**src/rtl/dlfloat_mac_host.sv**
```systemverilog
// Host-side driver for the two-byte-framed DLFloat MAC pin protocol: serializes operand
// pairs onto the DUT bus and reassembles the DUT's result byte stream into 16-bit words.
module dlfloat_mac_host #(
    parameter int unsigned RES_LAT = 5,
    parameter int unsigned CNT_W   = 8
) (
    input  logic             i_clk,
    input  logic             i_rst,
    input  logic             i_resync,
    input  logic             i_op_valid,
    input  logic [15:0]      i_op_a,
    input  logic [15:0]      i_op_b,
    output logic             o_op_ready,
    output logic             o_res_valid,
    output logic [15:0]      o_res_data,
    output logic             o_busy,
    output logic [CNT_W-1:0] o_issued_cnt,
    output logic             o_dut_rst_n,
    output logic [7:0]       o_dut_ui,
    output logic [7:0]       o_dut_uio,
    input  logic [7:0]       i_dut_uo
);
    localparam int unsigned PEND_W = $clog2(RES_LAT + 3);

    typedef enum logic [1:0] {StIdle, StAOut, StBOut} state_t;

    state_t             r_state;
    logic               r_dut_rst_n;
    logic               r_phase;
    logic [15:0]        r_bus;
    logic [15:0]        r_b_hold;
    logic [RES_LAT+1:1] r_trk;
    logic [7:0]         r_lo;
    logic               r_res_valid;
    logic [15:0]        r_res_data;
    logic [PEND_W-1:0]  r_pend_cnt;
    logic [CNT_W-1:0]   r_issued_cnt;
    logic               w_accept;
    logic               w_b_cycle;

    assign o_op_ready   = r_dut_rst_n & r_phase & ~i_resync;
    assign w_accept     = i_op_valid & o_op_ready;
    assign w_b_cycle    = (r_state == StBOut);
    assign o_dut_rst_n  = r_dut_rst_n;
    assign o_dut_ui     = r_bus[7:0];
    assign o_dut_uio    = r_bus[15:8];
    assign o_res_valid  = r_res_valid;
    assign o_res_data   = r_res_data;
    assign o_issued_cnt = r_issued_cnt;
    assign o_busy       = (r_state != StIdle) | (r_pend_cnt != '0);

    // Phase stays 0 through the DUT reset cycle so both sides start counting together.
    always_ff @(posedge i_clk or posedge i_rst) begin
        if (i_rst) begin
            r_dut_rst_n <= 1'b0;
            r_phase     <= 1'b0;
        end else begin
            r_dut_rst_n <= ~i_resync;
            r_phase     <= (r_dut_rst_n & ~i_resync) ? ~r_phase : 1'b0;
        end
    end

    always_ff @(posedge i_clk or posedge i_rst) begin
        if (i_rst) begin
            r_state  <= StIdle;
            r_bus    <= '0;
            r_b_hold <= '0;
        end else if (i_resync) begin
            r_state <= StIdle;
            r_bus   <= '0;
        end else begin
            unique case (r_state)
                StIdle: begin
                    if (w_accept) begin
                        r_bus    <= i_op_a;
                        r_b_hold <= i_op_b;
                        r_state  <= StAOut;
                    end
                end
                StAOut: begin
                    r_bus   <= r_b_hold;
                    r_state <= StBOut;
                end
                StBOut: begin
                    if (w_accept) begin
                        r_bus    <= i_op_a;
                        r_b_hold <= i_op_b;
                        r_state  <= StAOut;
                    end else begin
                        r_bus   <= '0;
                        r_state <= StIdle;
                    end
                end
                default: r_state <= StIdle;
            endcase
        end
    end

    // Tap 0 is the B cycle itself; r_trk[k] marks the cycle k after it.
    always_ff @(posedge i_clk or posedge i_rst) begin
        if (i_rst) begin
            r_trk       <= '0;
            r_lo        <= '0;
            r_res_valid <= 1'b0;
            r_res_data  <= '0;
        end else if (i_resync) begin
            r_trk       <= '0;
            r_res_valid <= 1'b0;
        end else begin
            r_trk       <= {r_trk[RES_LAT:1], w_b_cycle};
            r_res_valid <= r_trk[RES_LAT+1];
            if (r_trk[RES_LAT]) begin
                r_lo <= i_dut_uo;
            end
            if (r_trk[RES_LAT+1]) begin
                r_res_data <= {i_dut_uo, r_lo};
            end
        end
    end

    always_ff @(posedge i_clk or posedge i_rst) begin
        if (i_rst) begin
            r_pend_cnt   <= '0;
            r_issued_cnt <= '0;
        end else if (i_resync) begin
            r_pend_cnt   <= '0;
            r_issued_cnt <= '0;
        end else begin
            case ({w_b_cycle, r_res_valid})
                2'b10:   r_pend_cnt <= r_pend_cnt + PEND_W'(1);
                2'b01:   r_pend_cnt <= r_pend_cnt - PEND_W'(1);
                default: r_pend_cnt <= r_pend_cnt;
            endcase
            if (w_b_cycle) begin
                r_issued_cnt <= r_issued_cnt + CNT_W'(1);
            end
        end
    end

endmodule

```
**config.mk**
```make
export PLATFORM = sky130hd
export DESIGN_NAME = dlfloat_mac_host
export DESIGN_NICKNAME = d
export VERILOG_FILES = /design/src/rtl/dlfloat_mac_host.sv
export SDC_FILE = /design/constraint.sdc
export NUM_CORES = 1
export LEC_CHECK = 0
export CORE_MARGIN = 2
export CORE_UTILIZATION = 45
export CTS_CLUSTER_DIAMETER = 60
export DETAILED_ROUTE_END_ITERATION = 10
export PLACE_DENSITY = 0.77
export SLEW_MARGIN = 20
export SYNTH_ARGS = -nofsm -noshare
export SYNTH_HDL_FRONTEND = slang
export SYNTH_SLANG_ARGS = --single-unit
```
**constraint.sdc**
```tcl
create_clock -name i_clk -period 2.6 [get_ports i_clk]
set_clock_uncertainty 0.05 [all_clocks]
set_input_delay 0.52 -clock i_clk [delete_from_list [all_inputs] [get_ports i_clk]]
set_output_delay 0.52 -clock i_clk [all_outputs]
set_load 0.01 [all_outputs]
```
==> impl_metrics.json <==
{
  "clk_path_buf_depth": 2,
  "min_period_ns": 2.511,
  "dieHeight_microns": 93.80,
  "grt_max_degree": 41,
  "crit_path_max_fanout": 4,
  "r2r_end": "r_pend_cnt[2]",
  "wl_per_cell_microns": 15.63,
  "numCtsBuffers": 9,
  "critical_path.startpoint_type": "flop",
  "antenna_found_initial": 0,
  "synth_cell_type_count": 39,
  "portBuffers": 87,
  "setup_tns_ns": 0,
  "end_kind": "output pin",
  "cts.sinks": 78,
  "initial_core_util_pct": 46.71,
  "yosysSeqAreaShare_pct": 53.79,
  "maxSlewViolCount": 0,
  "crit_path_top_delay_cell": "or4b_2",
  "path_cells": "inv_1, ha_1, or4b_2, dlygate4sd2_1",
  "firstDrtPassIters": 4,
  "worst_skew_pair.late_latency_ns": 0.34,
  "cts.clk_slew.worst_paths_ns": 0.09,
  "synth-seq-cells": 78,
  "max_freq_mhz": 398.3,
  "cts-htree-levels": 3,
  "avgSynthCellArea_sq_um": 12.60,
  "antenna_left": 0,
  "vias_per_cell": 5.333,
  "drc": 0,
  "grt_pass1_wl_microns": 12790,
  "critPathKind": "flop to output pin",
  "cts_tree": "built",
  "grt_overflow": 0,
  "drive_gt1_share_pct": 20.16,
  "instances_no_fill": 484,
  "mostFrequentLayoutCell": "clkdlybuf4s50_1",
  "nFillCells": 622,
  "grt_pass1_vias": 2622,
  "critical_path_arrival_ns": 1.94,
  "vias": 2581,
  "slowest_delay_ns": 0.60,
  "finalSetupViolations": 0,
  "fin_crit_sh_pct": 96.57,
  "cp_top_family": "simple AND/OR/NAND/NOR gates",
  "drt-total-wl_microns": 7564,
  "synth_nets": 338,
  "r2r_slack_ns": 0.47,
  "timing.rr.start": "r_state[0]",
  "dominantRegCellSynth": "dfrtp_1",
  "maxSlewHeadroom_pct": 43.24,
  "chipWidth_microns": 93.80,
  "synth-edff-count": 0,
  "hp-class": "flop to flop",
  "dp.cells": 468,
  "hold_viol": 0,
  "syn_area_sq_mm": 0.003628,
  "hold_start": "r_trk[3]",
  "grt.total_usage_pct": 18.63,
  "nets": 427,
  "core_area_sq_mm": 0.007767,
  "dieArea_sq_mm": 0.008798,
  "p_leak_nw": 2.096,
  "cts_setup_buffers": 0,
  "peakVddDrop_mv": 0.4052,
  "dp_hpwl_microns": 5251,
  "cap_viol_max_count": 0,
  "layout_setup_ws_ns": 0.08924,
  "cp.buffers_inverters": 2,
  "pin_count": 88,
  "seqCellArea_sq_mm": 0.001952,
  "syn2layout_area_growth_pct": 33.17,
  "pre_cts_ws_ns": 0.2721,
  "whs_endpoint": "r_trk[4]",
  "synthCells": 288,
  "rows": 32,
  "yosys_warnings": 0,
  "cp_data_required_time_ns": 2.03,
  "mostFrequentLayoutCells": "86 x clkdlybuf4s50_1, 78 x dfrtp_1, 30 x mux2_2",
  "gp_congestion": 0.8078,
  "rsz0062_at_grt": "false",
  "antenna_cells": 0,
  "whs_path_depth": 1,
  "reg2reg_depth": 7,
  "whs_ns": 0.4199,
  "tightest_slew_ns": 0.8514,
  "status": "complete, no violations",
  "drtIter0Drc": 129,
  "multi_input_area_sq_mm": 0.001538,
  "synthArstFlopShare_pct": 100.0,
  "cellPowerDensity_mw_per_mm2": 535.1,
  "cts-root-buf": "clkbuf_8",
  "p_total_mw": 2.586
}
==> worst register-to-register path: cells and delay by family, from the launching register on <==
kind            cells  cell delay, ns
simple gates        3            0.51
buf+inv             1            0.09
fa+ha+maj           2            0.80
compound gates      1            0.11
flops               1            0.43
==> layer usage <==
metal	vias to the layer above	part of all wire, %	track usage, %
met3	9	5.3	5.778
li1	1220	-	-
met4	0	1.4	5.435
met5	-	0	0
met2	66	49	30.06
met1	1286	44	24.21
==> cells in the mapped netlist (all sizes together), types with 2 or more instances <==
cell type | n | area (sq um)
dfrtp | 78 | 1952
mux2 | 40 | 488.0
nand3 | 20 | 112.6
a22o | 16 | 140.1
nand3b | 16 | 120.1
buf | 15 | 97.59
nand2b | 15 | 93.84
o211ai | 15 | 112.6
nor2 | 8 | 30.03
nor2b | 8 | 50.05
clkbuf | 6 | 22.52
ha | 5 | 62.56
inv | 5 | 18.76
a21oi | 4 | 20.02
nand4 | 4 | 25.02
o21ai | 4 | 20.02
xor2 | 4 | 35.03
nor3 | 3 | 26.28
nor3b | 3 | 22.52
or3 | 3 | 18.77
mux2i | 2 | 20.02
nand2 | 2 | 7.510
xnor2 | 2 | 17.52
==> sequential cells by signal, indices dropped and copies added (netlist names) <==
signal,count
r_trk,6
o_issued_cnt,8
r_lo,8
o_dut_rst_n,1
r_pend_cnt,3
r_phase,1
r_state,2
o_res_valid,1
r_bus,16
o_res_data,16
r_b_hold,16
==> logic make-up after synthesis <==
group,Yosys count,share of synthesized area [%]
compound gates,44,9.828
buf+inv,26,3.827
fa+ha+maj,6,2.276
mux,42,14.00
simple gates,86,14.83
xor+xnor,6,1.448
flops,78,53.79
==> per-stage QoR <==
| step | area (sq um) | utilization, % |
|---|---|---|
| 3_5_place_dp | 4623 | 59.52 |
| 3_3_place_gp | 4623 | 59.52 |
| 5_1_grt | 4832 | 62.21 |
| 4_1_cts | 4832 | 62.21 |
| 2_1_floorplan | 3628 | - |
| 6_report | 4832 | 62.21 |
==> repair_timing <==
action,in CTS,in global routing
hold buffers,0,0
hold endpoints to repair,0,0
endpoints found under the setup margin,1,0
resized for setup,1,0
==> layout make-up <==
cell class | count | area share [%]
clock inverters | 7 | 1.787
multi-input cells | 184 | 31.82
clock buffers | 9 | 2.563
well taps | 102 | 2.641
inverters | 5 | 0.4143
flip-flops and latches | 78 | 40.39
repair buffers | 99 | 20.38
==> power by group <==
part	internal (mW)	switching [mW]
sequential	1.29	0.0450
clock	0.467	0.494
combinational	0.180	0.114
==> worst max path at each step <==
stage / from / end / depth (start not counted)
2_1_floorplan: i_rst / o_dut_rst_n / 1
3_3_place_gp: i_resync / o_op_ready / 4
3_5_place_dp: r_state[0] / o_busy / 4
4_1_cts: r_state[0] / o_busy / 4
5_1_grt: r_state[0] / o_busy / 4
6_report: r_state[0] / o_busy / 4
No activity file was read; power rests on OpenSTA's default activity.
